--- config.mk ---
export PLATFORM = sky130hd
export DESIGN_NAME = mont_operand_sreg
export DESIGN_NICKNAME = d
export VERILOG_FILES = /design/src/rtl/mont_pkg.sv /design/src/rtl/mont_digit_cnt.sv /design/src/rtl/mont_operand_sreg.sv
export SDC_FILE = /design/constraint.sdc
export NUM_CORES = 1
export LEC_CHECK = 0
export BUFFER_PORTS_ARGS = -buffer_cell sky130_fd_sc_hd__clkbuf_2
export CAP_MARGIN = 20
export CORE_UTILIZATION = 46
export CTS_CLUSTER_DIAMETER = 60
export CTS_CLUSTER_SIZE = 20
export DETAILED_ROUTE_END_ITERATION = 10
export GPL_ROUTABILITY_DRIVEN = 0
export PLACE_DENSITY = 0.77
export RECOVER_POWER = 100
export SETUP_SLACK_MARGIN = 0.05
export SYNTH_ARGS = -nofsm -noshare
export SYNTH_HDL_FRONTEND = slang
export SYNTH_SLANG_ARGS = --single-unit
--- constraint.sdc ---
create_clock -name clk -period 1.6 [get_ports clk]
set_input_delay 0.32 -clock clk [delete_from_list [all_inputs] [get_ports clk]]
set_output_delay 0.32 -clock clk [all_outputs]
set_load 0.05 [all_outputs]
--- src/rtl/mont_pkg.sv ---
`default_nettype none
// ---------------------------------------------------------------------------
// mont_pkg : shared types and sizing helpers for the digit-serial Montgomery blocks
// Revision 1.0 : initial release
// ---------------------------------------------------------------------------
package mont_pkg;

   typedef enum logic [1:0] {
      IDLE     = 2'd0,
      SHIFTING = 2'd1,
      DONE     = 2'd2
   } sreg_state_t;

   // Smallest counter that must still hold the value NDIG itself, not just NDIG-1.
   localparam int MIN_CNT_W = 1;

   function automatic int ndigits(input int width, input int digit);
      return width / digit;
   endfunction

   function automatic int cnt_width(input int ndig);
      return ($clog2(ndig + 1) < MIN_CNT_W) ? MIN_CNT_W : $clog2(ndig + 1);
   endfunction

endpackage
`default_nettype wire

--- src/rtl/mont_digit_cnt.sv ---
`default_nettype none
// ---------------------------------------------------------------------------
// mont_digit_cnt : loadable down-counter of remaining digits
// Revision 1.0 : initial release
// ---------------------------------------------------------------------------
module mont_digit_cnt #(
   parameter int CNT_W    = 3,
   parameter int LOAD_VAL = 4
) (
   input  logic             clk,
   input  logic             rstb,
   input  logic             ena,
   input  logic             clear,
   input  logic             load,
   input  logic             dec,
   output logic [CNT_W-1:0] cnt,
   output logic             zero_next
);

   // Flags the decrement that consumes the final digit.
   assign zero_next = dec && (cnt == CNT_W'(1));

   always_ff @(posedge clk) begin
      if (!rstb) begin
         cnt <= '0;
      end else if (ena) begin
         if (clear) begin
            cnt <= '0;
         end else if (load) begin
            cnt <= CNT_W'(LOAD_VAL);
         end else if (dec && (cnt != '0)) begin
            cnt <= cnt - CNT_W'(1);
         end
      end
   end

endmodule
`default_nettype wire

--- src/rtl/mont_operand_sreg.sv ---
`default_nettype none
// ---------------------------------------------------------------------------
// mont_operand_sreg : digit-serial operand shift register, LSB digit first
// Revision 1.0 : initial release
// ---------------------------------------------------------------------------
module mont_operand_sreg
   import mont_pkg::*;
#(
   parameter int WIDTH = 8,
   parameter int DIGIT = 1
) (
   input  logic             clk,
   input  logic             rstb,
   input  logic             ena,
   input  logic             clear,
   input  logic             ld_r,
   input  logic             lock,
   input  logic             shift,
   input  logic [WIDTH-1:0] reg_rji,
   input  logic [WIDTH-1:0] A,
   output logic [WIDTH-1:0] R_i,
   output logic [DIGIT-1:0] digit_o,
   output logic             busy,
   output logic             last,
   output logic             done
);

   localparam int NDIG  = ndigits(WIDTH, DIGIT);
   localparam int CNT_W = cnt_width(NDIG);

   if ((WIDTH < 2) || (DIGIT < 1) || ((WIDTH % DIGIT) != 0)) begin : g_param_check
      $fatal(1, "mont_operand_sreg: WIDTH must be >= 2 and a multiple of DIGIT");
   end

   sreg_state_t      state, state_d;
   logic [WIDTH-1:0] r_d;
   logic [CNT_W-1:0] cnt;
   logic             dec;
   logic             zero_next;

   assign dec = shift && (state == SHIFTING);

   mont_digit_cnt #(
      .CNT_W    (CNT_W),
      .LOAD_VAL (NDIG)
   ) u_cnt (
      .clk       (clk),
      .rstb      (rstb),
      .ena       (ena),
      .clear     (clear),
      .load      (ld_r),
      .dec       (dec),
      .cnt       (cnt),
      .zero_next (zero_next)
   );

   always_ff @(posedge clk) begin
      if (!rstb) begin
         state <= IDLE;
         R_i   <= '0;
      end else if (ena) begin
         state <= state_d;
         R_i   <= r_d;
      end
   end

   // Load outranks shift, so a simultaneous shift never touches the new operand.
   always_comb begin
      state_d = state;
      r_d     = R_i;
      if (clear) begin
         state_d = IDLE;
         r_d     = '0;
      end else if (ld_r) begin
         state_d = SHIFTING;
         r_d     = lock ? reg_rji : A;
      end else if (dec) begin
         r_d = R_i >> DIGIT;
         if (zero_next) begin
            state_d = DONE;
         end
      end
   end

   assign digit_o = R_i[DIGIT-1:0];
   assign busy    = (state == SHIFTING);
   assign done    = (state == DONE);
   assign last    = busy && (cnt == CNT_W'(1));

endmodule
`default_nettype wire

==> results of run 1 <==
==> worst min path at each step <==
stage | startpoint | endpoint | slack, ns | cells past startpoint
floorplan | rstb | R_i[0]$_SDFFE_PN0P_ | 0.45 | 1
global placement | R_i[7]$_SDFFE_PN0P_ | R_i[7]$_SDFFE_PN0P_ | 0.47 | 2
detailed placement | R_i[7]$_SDFFE_PN0P_ | R_i[7]$_SDFFE_PN0P_ | 0.49 | 2
CTS | ena | state[0]$_SDFFE_PN0P_ | 0.35 | 3
global route | ena | state[0]$_SDFFE_PN0P_ | 0.37 | 3
finish | ena | state[0]$_SDFFE_PN0P_ | 0.36 | 3
==> state kept, by name, summed over array words and instances, names as in the netlist <==
| signal | cells |
|---|---|
| state | 2 |
| R_i | 8 |
| u_cnt.cnt | 4 |
==> report_power, final <==
part | internal [mW] | switching, mW | total, mW
logic | 0.0753 | 0.110 | 0.186
clock network | 0.0871 | 0.105 | 0.192
registers | 0.363 | 0.0133 | 0.376
total | 0.525 | 0.229 | 0.754
==> cell type report <==
type	instances	share of cell area, %
clock buffer	3	2.130
sequential	14	26.86
inverter	5	1.775
timing repair buffer	37	19.05
multi-input combinational	73	47.22
tap	25	2.959
==> cells by family after synthesis <==
logic type | Yosys count | share of synthesized area (%)
adders and majority gates | 3 | 4.498
and+or+nand+nor | 36 | 23.69
AOI/OAI and AO/OA | 23 | 18.74
muxes | 10 | 12.14
DFF | 14 | 33.58
xor gates and xnor gates | 1 | 1.050
buffers and inverters | 11 | 6.296
==> metal layers <==
layer / share of wire (%) / GRT usage (%)
met5: 0 / 0
met4: 0.72 / 9.091
met3: 6.5 / 3.673
met2: 50 / 39.41
met1: 42 / 22.89
==> placed cells by master, fill, tap and decap left out, types with 2 or more instances in the layout <==
master and count:
sky130_fd_sc_hd__nor2_1 9, sky130_fd_sc_hd__clkbuf_1 9, sky130_fd_sc_hd__dfxtp_1 11, sky130_fd_sc_hd__nor2b_1 9
sky130_fd_sc_hd__inv_1 4, sky130_fd_sc_hd__dfxtp_2 3, sky130_fd_sc_hd__mux2i_1 9, sky130_fd_sc_hd__nand4_1 2
sky130_fd_sc_hd__clkbuf_2 24, sky130_fd_sc_hd__clkbuf_4 3, sky130_fd_sc_hd__nand2_1 3, sky130_fd_sc_hd__buf_4 3
sky130_fd_sc_hd__nor3_1 3, sky130_fd_sc_hd__a21oi_1 9, sky130_fd_sc_hd__nand3_1 3, sky130_fd_sc_hd__ha_1 3
sky130_fd_sc_hd__a22oi_1 8
==> worst max-delay path, delay by kind of cell, from the launching register on <==
family	cells	cell delay, ns
flip-flops	1	0.39
AND/OR/NAND/NOR	2	0.38
buffers and inverters	1	0.16
==> what timing repair did <==
action                     in CTS  in global routing
setup endpoints to repair       1                  1
resized for setup               4                  5
buffers inserted                1                  0
==> results.cfg, run 1 <==
[outcome]
outcome = complete, no violations

[timing]
timing_max_transition_violations_final = 0
hold_ws_ns = 0.3593
fin_crit_sh_pct = 95.35
grt_setup_unrepaired = false
finalWorstSetupSlack_ns = 0.07444
slew_headroom_pct = 60.51
finClkSkew_ns = 0.004144
max_slew.worst_pin.slew_ns = 0.5949
final-setup-viol-count = 0
hold_viol = 0
post-route-min-period_ns = 1.526
tns_ns = 0
maxClockFrequency_ghz = 0.6555

[placed_design]
portBuffers = 34
post-dp-hpwl_um = 1513
dpl.cell_count = 153
pre_cts_slack_ns = 0.1626
detailed_place.area_um2 = 1026

[synth]
ys_seq_elements = 14
most_numerous_cell_in_the_yosys_netlist = sky130_fd_sc_hd__dfxtp_1
synth_cell_types = 28
synthDominantAreaCellType = sky130_fd_sc_hd__dfxtp_1
number_of_nets_in_the_synthesized_netlist = 124
post_synth_main_area_contributors = sky130_fd_sc_hd__dfxtp_1 34%, sky130_fd_sc_hd__mux2i_1 11%, sky130_fd_sc_hd__nor2b_1 7.5%
synth.yosys.seq_area_share_pct = 33.58
dominantRegCellSynth = sky130_fd_sc_hd__dfxtp_1
synth-async-reset-ratio_pct = 0
ranking_of_synthesized_cells_by_instance_count = 14 x sky130_fd_sc_hd__dfxtp_1, 10 x sky130_fd_sc_hd__nor2b_1, 9 x sky130_fd_sc_hd__a21oi_1, 9 x sky130_fd_sc_hd__mux2i_1, 9 x sky130_fd_sc_hd__nor2_1
netlist_instances = 98
synth_enable_flop_cells = 0
yosys_warnings = 0
post_synth.cell_area_avg_um2 = 8.516
synth_top_area_share_pct = 33.58
netlist_area_um2 = 834.6

[critical_path]
arrival_time_at_the_worst_endpoint_ns = 1.21
endpoint = last
worst-setup-path-type = reg2out
timing.critical_path.slowest_stage_cell = sky130_fd_sc_hd__dfxtp_1
cp_cell_sequence = nor2b_4, and3_2, clkbuf_16
worst_ep_required_time_ns = 1.28
critical_path.reg2reg.endpoint = u_cnt.cnt[0]$_SDFFE_PN0P_
r2r.worst_path.cells = 4
end_kind = output pin
rr_startpoint = state[1]$_SDFFE_PN0P_
cp-start-kind = register
worst_setup_path_startpoint = state[0]$_SDFFE_PN0P_
worst_path_largest_cell_delay_ns = 0.39
rrSetupSlack_ns = 0.16
critical_path_peak_fanout = 4

[floorplanning]
die_area_um2 = 1989
die_x_um = 44.60
start_util_pct = 48.86
core_um2 = 1708
io_count = 35
row_count = 15
die_height_um = 44.60

[min_path]
hp-class = in2reg

[cells_and_area]
area_growth_syn_to_layout_pct = 26.69
layout.filler_cells = 167
post-route-util_pct = 61.90
count_of_non_filler_cells_in_the_finished_layout = 157
postLayoutCellArea_um2 = 1057
n_antenna_cell = 0
finish.net_count = 160
final_layout_size_suffix_gt1_share_pct = 30.30
multi_input_comb_area_um2 = 499.2
layout.area.seq_um2 = 284.0

[grt]
antenna_found_initial = 0
first_global_vias = 757
global_route.overflow_total = 0
grt_max_degree = 15
grt_use_total_pct = 21.06
first_pass_grt_wire_length_um = 3015

[power_and_ir_drop]
finalPower_uw = 754.1
irDropWorstVdd_mv = 0.4267
power_density_nw_per_um2 = 713.2
power_leakage_nw = 0.4647

[clocking]
cts_max_level = 1
cts_buffer_count = 3
tritoncts = built
cts.path.max_buffers = 2
cts.root.buffer_cell = sky130_fd_sc_hd__clkbuf_4
cts_hold_buffers = 0
cts_sinks = 14
path_clk_slew_ns = 0.08
clkLatencyLatePin_ns = 0.27

[detailed_routing]
avgRoutedWirePerCell_um = 12.38
routed_wl_um = 1944
via_count_normalized_by_instance_count = 5.274
initialDrtViolationCount = 22
route.detailed.drc = 0
drt_pre_antenna_iters = 4
antenna_violating_nets_post_route = 0
via_count = 828

[run]
cap_viol_max_count = 0
Note: power is estimated with default switching activity, not from simulation.
==> inputs of run 2 (changes only) <==
--- a/config.mk
+++ b/config.mk
@@ -7,12 +7,12 @@
 export LEC_CHECK = 0
 export BUFFER_PORTS_ARGS = -buffer_cell sky130_fd_sc_hd__clkbuf_2
 export CAP_MARGIN = 20
-export CORE_UTILIZATION = 46
+export CORE_UTILIZATION = 42
 export CTS_CLUSTER_DIAMETER = 60
 export CTS_CLUSTER_SIZE = 20
 export DETAILED_ROUTE_END_ITERATION = 10
 export GPL_ROUTABILITY_DRIVEN = 0
-export PLACE_DENSITY = 0.77
+export PLACE_DENSITY = 0.74
 export RECOVER_POWER = 100
 export SETUP_SLACK_MARGIN = 0.05
 export SYNTH_ARGS = -nofsm -noshare
==> constraint.sdc (replaced) <==
create_clock -name clk -period 1.3 [get_ports clk]
set_input_delay 0.26 -clock clk [delete_from_list [all_inputs] [get_ports clk]]
set_output_delay 0.26 -clock clk [all_outputs]
set_load 0.05 [all_outputs]
==> run 2 against run 1 <==
  * Worst hold slack improved by 0.0090 ns
  * Sequential share of layout area fell by 4.3 points
  * The run now ends with negative setup slack left
  * Largest power group unchanged
  * Global-route usage fell by 1.4 points
  * Largest cell class unchanged
  * Worst setup slack got worse by 0.24 ns
  * Die area rose by 9.1%
==> results.cfg, run 2 (synthesis results as in run 1) <==
[outcome]
outcome = finished with violations
failing_checks = negative setup slack

[placed_design]
post-dp-hpwl_um = 1478
portBuffers = 34
detailed_place.area_um2 = 1067

[detailed_routing]
avgRoutedWirePerCell_um = 13.18
antenna_violating_nets_post_route = 0
via_count_normalized_by_instance_count = 5.235
routed_wl_um = 2188
drt_pre_antenna_iters = 4
route.detailed.drc = 0
initialDrtViolationCount = 17
via_count = 869

[cells_and_area]
largest_reg_flops = 8
layout_common_cells = 27 x sky130_fd_sc_hd__clkbuf_2, 10 x sky130_fd_sc_hd__dfxtp_1, 9 x sky130_fd_sc_hd__mux2i_1, 9 x sky130_fd_sc_hd__a21oi_1, 9 x sky130_fd_sc_hd__nor2b_1
leading_cell_type_in_the_layout_fill_and_taps_excluded = sky130_fd_sc_hd__clkbuf_2
n_antenna_cell = 0
largest_regs = R_i (8), u_cnt.cnt (4), state (2)
layout.area.seq_um2 = 290.3
largest_register = R_i
multi_input_comb_area_um2 = 586.8
area_growth_syn_to_layout_pct = 53.97
finish.net_count = 168
layout.filler_cells = 144
post-route-util_pct = 71.32
final_layout_size_suffix_gt1_share_pct = 51.77
postLayoutCellArea_um2 = 1285

[timing]
final-setup-viol-count = 6
finClkSkew_ns = 0.004615
hold_viol = 0
finalWorstSetupSlack_ns = -0.1634
slew_headroom_pct = 77.26
max_slew.worst_pin.slew_ns = 0.3410
timing_max_transition_violations_final = 0
fin_crit_sh_pct = 112.6
maxClockFrequency_ghz = 0.6834
grt_setup_unrepaired = true
post-route-min-period_ns = 1.463

[clocking]
cts_hold_buffers = 0
cts_buffer_count = 3
tritoncts = built
cts_sinks = 14
cts_max_level = 1
cts.root.buffer_cell = sky130_fd_sc_hd__clkbuf_4
path_clk_slew_ns = 0.09
cts.path.max_buffers = 2
clkLatencyLatePin_ns = 0.28

[floorplanning]
die_height_um = 46.58
row_count = 15
die_area_um2 = 2169
io_count = 35
die_x_um = 46.58
start_util_pct = 46.32
core_um2 = 1802

[grt]
global_route.overflow_total = 0
grt_use_total_pct = 19.65
grt_busiest_layer = met2
grt_util_met1_pct = 23.70
grt_max_degree = 15
antenna_found_initial = 0
use_met2_pct = 33.89
grt_use_met3_pct = 3.529
first_pass_grt_wire_length_um = 3070
first_global_vias = 778

[critical_path]
rr_startpoint = state[1]$_SDFFE_PN0P_
end_kind = output pin
rrSetupSlack_ns = -0.04
r2r.worst_path.cells = 5
critical_path_peak_fanout = 4
arrival_time_at_the_worst_endpoint_ns = 1.20
cp-start-kind = register
worst-setup-path-type = reg2out
critical_path.reg2reg.endpoint = u_cnt.cnt[1]$_SDFFE_PN0P_
worst_ep_required_time_ns = 1.04

[min_path]
holdPathStages = 2
holdPathEnd = R_i[1]$_SDFFE_PN0P_
hold_path.startpoint = rstb
hp-class = in2reg

[power_and_ir_drop]
irDropWorstVdd_mv = 0.5057
power_leakage_nw = 0.5869
power_density_nw_per_um2 = 831.1

[run]
cap_viol_max_count = 0
==> run 2: layout make-up <==
class / instances / area share, %
inverters: 5 / 1.461
flip-flops and latches: 14 / 22.59
clock buffers: 4 / 2.824
repair buffers: 45 / 25.02
well taps: 25 / 2.434
multi-input cells: 73 / 45.67
==> run 2: per-layer routing <==
metal  wire [um]  up-vias
li1            -      434
met1         953      418
met2        1178       17
met3          56        0
met4           0        0
met5           0        -
==> run 2: timing repair <==
item | CTS | global route
cloned | 0 | 0
gates resized for setup | 19 | 22
endpoints found under the hold margin | 0 | 0
pin swaps | 3 | 9
buffers inserted | 3 | 1
setup endpoints to repair | 14 | 17
==> run 2: worst max-delay path by stage <==
stage	to	from	slack [ns]
6_report	last	u_cnt.cnt[3]$_SDFFE_PN0P_	-0.16
5_1_grt	last	u_cnt.cnt[3]$_SDFFE_PN0P_	-0.19
4_1_cts	last	state[1]$_SDFFE_PN0P_	-0.15
3_5_place_dp	u_cnt.cnt[1]$_SDFFE_PN0P_	u_cnt.cnt[0]$_SDFFE_PN0P_	-0.04
3_3_place_gp	u_cnt.cnt[1]$_SDFFE_PN0P_	u_cnt.cnt[0]$_SDFFE_PN0P_	0.03
2_1_floorplan	done	state[1]$_SDFFE_PN0P_	-0.03
==> run 2: worst max-delay path, cell delays in order (launching register included) <==
cell	delay [ns]
sky130_fd_sc_hd__dfxtp_1	0.36
sky130_fd_sc_hd__nor2_1	0.19
sky130_fd_sc_hd__and3_4	0.22
sky130_fd_sc_hd__clkbuf_16	0.15
==> run 2: stage by stage <==
step / TNS [ns] / power, mW / worst slack [ns] / hold slack [ns] / instances
finish: -0.4516 / 1.068 / -0.1634 / 0.3683 / 166
global route: -0.9243 / 1.122 / -0.1911 / 0.3700 / 166
CTS: -0.3372 / 1.043 / -0.1490 / 0.3622 / 165
detailed placement: -0.06419 / 0.7135 / -0.03512 / 0.4640 / 158
global placement: 0 / 0.7092 / 0.02571 / 0.4562 / 158
floorplan: -0.05913 / 0.6337 / -0.03244 / 0.3882 / 98
==> run 2: where the power goes <==
| group | internal, mW | switching, mW |
|---|---|---|
| Sequential | 0.444 | 0.0195 |
| Clock | 0.170 | 0.151 |
| Combinational | 0.127 | 0.156 |
==> inputs of run 3 (changes only) <==
--- a/config.mk
+++ b/config.mk
@@ -5,6 +5,7 @@
 export SDC_FILE = /design/constraint.sdc
 export NUM_CORES = 1
 export LEC_CHECK = 0
+export ABC_AREA = 1
 export BUFFER_PORTS_ARGS = -buffer_cell sky130_fd_sc_hd__clkbuf_2
 export CAP_MARGIN = 20
 export CORE_UTILIZATION = 42
@@ -12,7 +13,7 @@
 export CTS_CLUSTER_SIZE = 20
 export DETAILED_ROUTE_END_ITERATION = 10
 export GPL_ROUTABILITY_DRIVEN = 0
-export PLACE_DENSITY = 0.74
+export PLACE_DENSITY = 0.73
 export RECOVER_POWER = 100
 export SETUP_SLACK_MARGIN = 0.05
 export SYNTH_ARGS = -nofsm -noshare
==> run 3 against run 2 <==
  * The flow still finishes with violations (negative setup slack)
  * Final cell count increased by 14%
  * Combinational power increased by 37%
  * Core utilization decreased by 7.8 points
  * Total power increased by 4.4%
  * Synthesized cell count increased by 22%
  * First-iteration DRC count decreased by 41%
  * Sequential cell count unchanged
  * Routed wire length increased by 7.8%
  * Design area decreased by 3.0%
  * Maximum frequency increased by 3.4%
  * Register-to-register slack improved by 0.04 ns
  * Sequential power increased by 5.2%
==> results.cfg, run 3 <==
[detailed_routing]
routed_wl_um = 2359
antenna_violating_nets_post_route = 0
avgRoutedWirePerCell_um = 12.48
via_count = 959
route.detailed.drc = 0
initialDrtViolationCount = 10
drt_pre_antenna_iters = 4
via_count_normalized_by_instance_count = 5.074

[grt]
grt_use_met3_pct = 3.774
grt_max_degree = 19
grt_busiest_layer = met2
first_global_vias = 789
grt_use_total_pct = 18.78
use_met2_pct = 36.49
first_pass_grt_wire_length_um = 2960
grt_util_met1_pct = 18.47
global_route.overflow_total = 0
antenna_found_initial = 0

[synth]
number_of_nets_in_the_synthesized_netlist = 146
netlist_instances = 120
synth_enable_flop_cells = 0
synth_top_area_share_pct = 31.73
ranking_of_synthesized_cells_by_instance_count = 22 x sky130_fd_sc_hd__nand2_1, 17 x sky130_fd_sc_hd__inv_1, 14 x sky130_fd_sc_hd__dfxtp_1
most_numerous_cell_in_the_yosys_netlist = sky130_fd_sc_hd__nand2_1
dominantRegCellSynth = sky130_fd_sc_hd__dfxtp_1
post_synth_main_area_contributors = sky130_fd_sc_hd__dfxtp_1 32%, sky130_fd_sc_hd__nand2_1 9.3%, sky130_fd_sc_hd__inv_1 7.2%
synth_cell_types = 29
post_synth.cell_area_avg_um2 = 7.361
yosys_warnings = 0
synth-async-reset-ratio_pct = 0
synth.yosys.seq_area_share_pct = 31.73
ys_seq_elements = 14
netlist_area_um2 = 883.3
synthDominantAreaCellType = sky130_fd_sc_hd__dfxtp_1

[critical_path]
cp-start-kind = register
timing.critical_path.slowest_stage_cell = sky130_fd_sc_hd__dfxtp_2
rrSetupSlack_ns = 0
cp_cell_sequence = inv_2, ha_4, and3_4, clkbuf_16
worst_ep_required_time_ns = 1.04
worst_path_largest_cell_delay_ns = 0.34
arrival_time_at_the_worst_endpoint_ns = 1.16
critical_path_peak_fanout = 2
end_kind = output pin
worst-setup-path-type = reg2out

[power_and_ir_drop]
sw_ratio_pct = 36.58
intPower_uw = 706.7
power_switching_uw = 407.7
irDropWorstVdd_mv = 0.5001
pwr-share-seq_pct = 43.7
finalPower_mw = 1.114
power_density_nw_per_um2 = 894.3
power_leakage_nw = 0.5829
combPwrFrac_pct = 34.8
p_clk_share_pct = 21.5

[cells_and_area]
layout_common_cells = 31 x sky130_fd_sc_hd__clkbuf_2, 23 x sky130_fd_sc_hd__nand2_1, 13 x sky130_fd_sc_hd__inv_1, 10 x sky130_fd_sc_hd__dfxtp_1, 10 x sky130_fd_sc_hd__nor2_1
area_growth_syn_to_layout_pct = 41.08
largest_reg_flops = 8
largest_regs = R_i (8), u_cnt.cnt (4), state (2)
largest_register = R_i
final_layout_size_suffix_gt1_share_pct = 47.53
finish.net_count = 190
leading_cell_type_in_the_layout_fill_and_taps_excluded = sky130_fd_sc_hd__clkbuf_2
n_antenna_cell = 0
count_of_non_filler_cells_in_the_finished_layout = 189

[timing]
timing_max_transition_violations_final = 0
slew_headroom_pct = 81.52
post-route-min-period_ns = 1.415
finalWorstSetupSlack_ns = -0.1153
grt_setup_unrepaired = true
hold_ws_ns = 0.2809
max_slew.worst_pin.slew_ns = 0.2783
fin_crit_sh_pct = 108.9
maxClockFrequency_ghz = 0.7066
finClkSkew_ns = 0.001379
final-setup-viol-count = 3
hold_viol = 0

[floorplanning]
row_count = 16
die_x_um = 47.86
io_count = 35
die_area_um2 = 2291
start_util_pct = 45.03
die_height_um = 47.86
core_um2 = 1962

[outcome]
failing_checks = negative setup slack
outcome = finished with violations

[clocking]
cts_sinks = 14
tritoncts = built
cts.root.buffer_cell = sky130_fd_sc_hd__clkbuf_4
clkLatencyLatePin_ns = 0.27
cts_max_level = 1
cts.path.max_buffers = 2
cts_buffer_count = 3
path_clk_slew_ns = 0.08

[min_path]
hp-class = in2reg

[placed_design]
pre_cts_slack_ns = -0.003701
dpl.cell_count = 180
portBuffers = 34
post-dp-hpwl_um = 1642

[run]
cap_viol_max_count = 0
[run 3: cell types whose count changed after synthesis, moves of 8 or more]
| cell | change |
|---|---|
| sky130_fd_sc_hd__mux2i_1 | -9 |
| sky130_fd_sc_hd__nand2_1 | +19 |
| sky130_fd_sc_hd__o211ai_1 | +8 |
| sky130_fd_sc_hd__nor2b_1 | -10 |
| sky130_fd_sc_hd__o21ai_0 | +8 |
| sky130_fd_sc_hd__inv_1 | +12 |
[run 3: final cells by class]
type                    instances  area (um^2)
well taps                      27        33.78
repair buffers                 43        274.0
multi-input cells              83        554.3
flip-flops and latches         14        290.3
clock buffers                   3        22.52
fillers                       209        715.7
inverters                      19        71.32
[run 3: layer usage]
| layer | part of all wire [%] | wire [um] | vias to the layer above |
|---|---|---|---|
| met1 | 38 | 903 | 445 |
| met3 | 4.1 | 97 | 4 |
| met5 | 0 | 0 | - |
| met4 | 0.76 | 18 | 0 |
| li1 | - | - | 480 |
| met2 | 57 | 1339 | 30 |
[run 3: metrics by stage]
step | setup TNS (ns) | cell area, um^2 | utilization [%]
after floorplan | -0.07852 | 889.6 | -
after global placement | 0 | 1082 | 55.17
after detailed placement | -0.003701 | 1082 | 55.17
after CTS | -0.1209 | 1161 | 59.18
after global routing | -0.3764 | 1246 | 63.52
final | -0.1620 | 1246 | 63.52
[run 3: worst max-delay path, delay by kind of cell, from the launching register on]
family | cells | cell delay [ns]
adder cells (fa/ha/maj) | 1 | 0.15
buffers and inverters | 2 | 0.21
flip-flops | 1 | 0.34
AND/OR/NAND/NOR | 1 | 0.18
[run 3: timing repair]
item	4_1_cts	5_1_grt
setup buffers	0	5
hold buffers	0	0
hold endpoints to repair	0	0
cloned	0	1
setup endpoints to repair	4	7
resized for setup	15	20
pin swaps	1	6
[run 3: worst paths after layout]
check,cells after the start,to,start
hold / removal,3,state[0]$_SDFFE_PN0P_,ena
hold reg to reg,2,state[1]$_SDFFE_PN0P_,state[1]$_SDFFE_PN0P_
setup / recovery,4,last,u_cnt.cnt[1]$_SDFFE_PN0P_
setup reg to reg,10,u_cnt.cnt[2]$_SDFFE_PN0P_,state[0]$_SDFFE_PN0P_
[run 3: cell families (layout without fill, tap and decap cells)]
| group | after synthesis | count (layout) | synth area share, % |
|---|---|---|---|
| adders and majority gates | 3 | 3 | 4.250 |
| AOI/OAI and AO/OA | 31 | 31 | 23.09 |
| and+or+nand+nor | 48 | 49 | 28.19 |
| buffers and inverters | 24 | 65 | 12.75 |
| DFF | 14 | 14 | 31.73 |
[run 3: power groups by stage]
stage          Sequential [mW]  Clock, mW  Combinational, mW
2_1_floorplan            0.554          0              0.183
3_3_place_gp             0.493          0              0.327
3_5_place_dp             0.494          0              0.337
4_1_cts                  0.488      0.246              0.346
5_1_grt                  0.492      0.254              0.419
6_report                 0.487      0.240              0.387
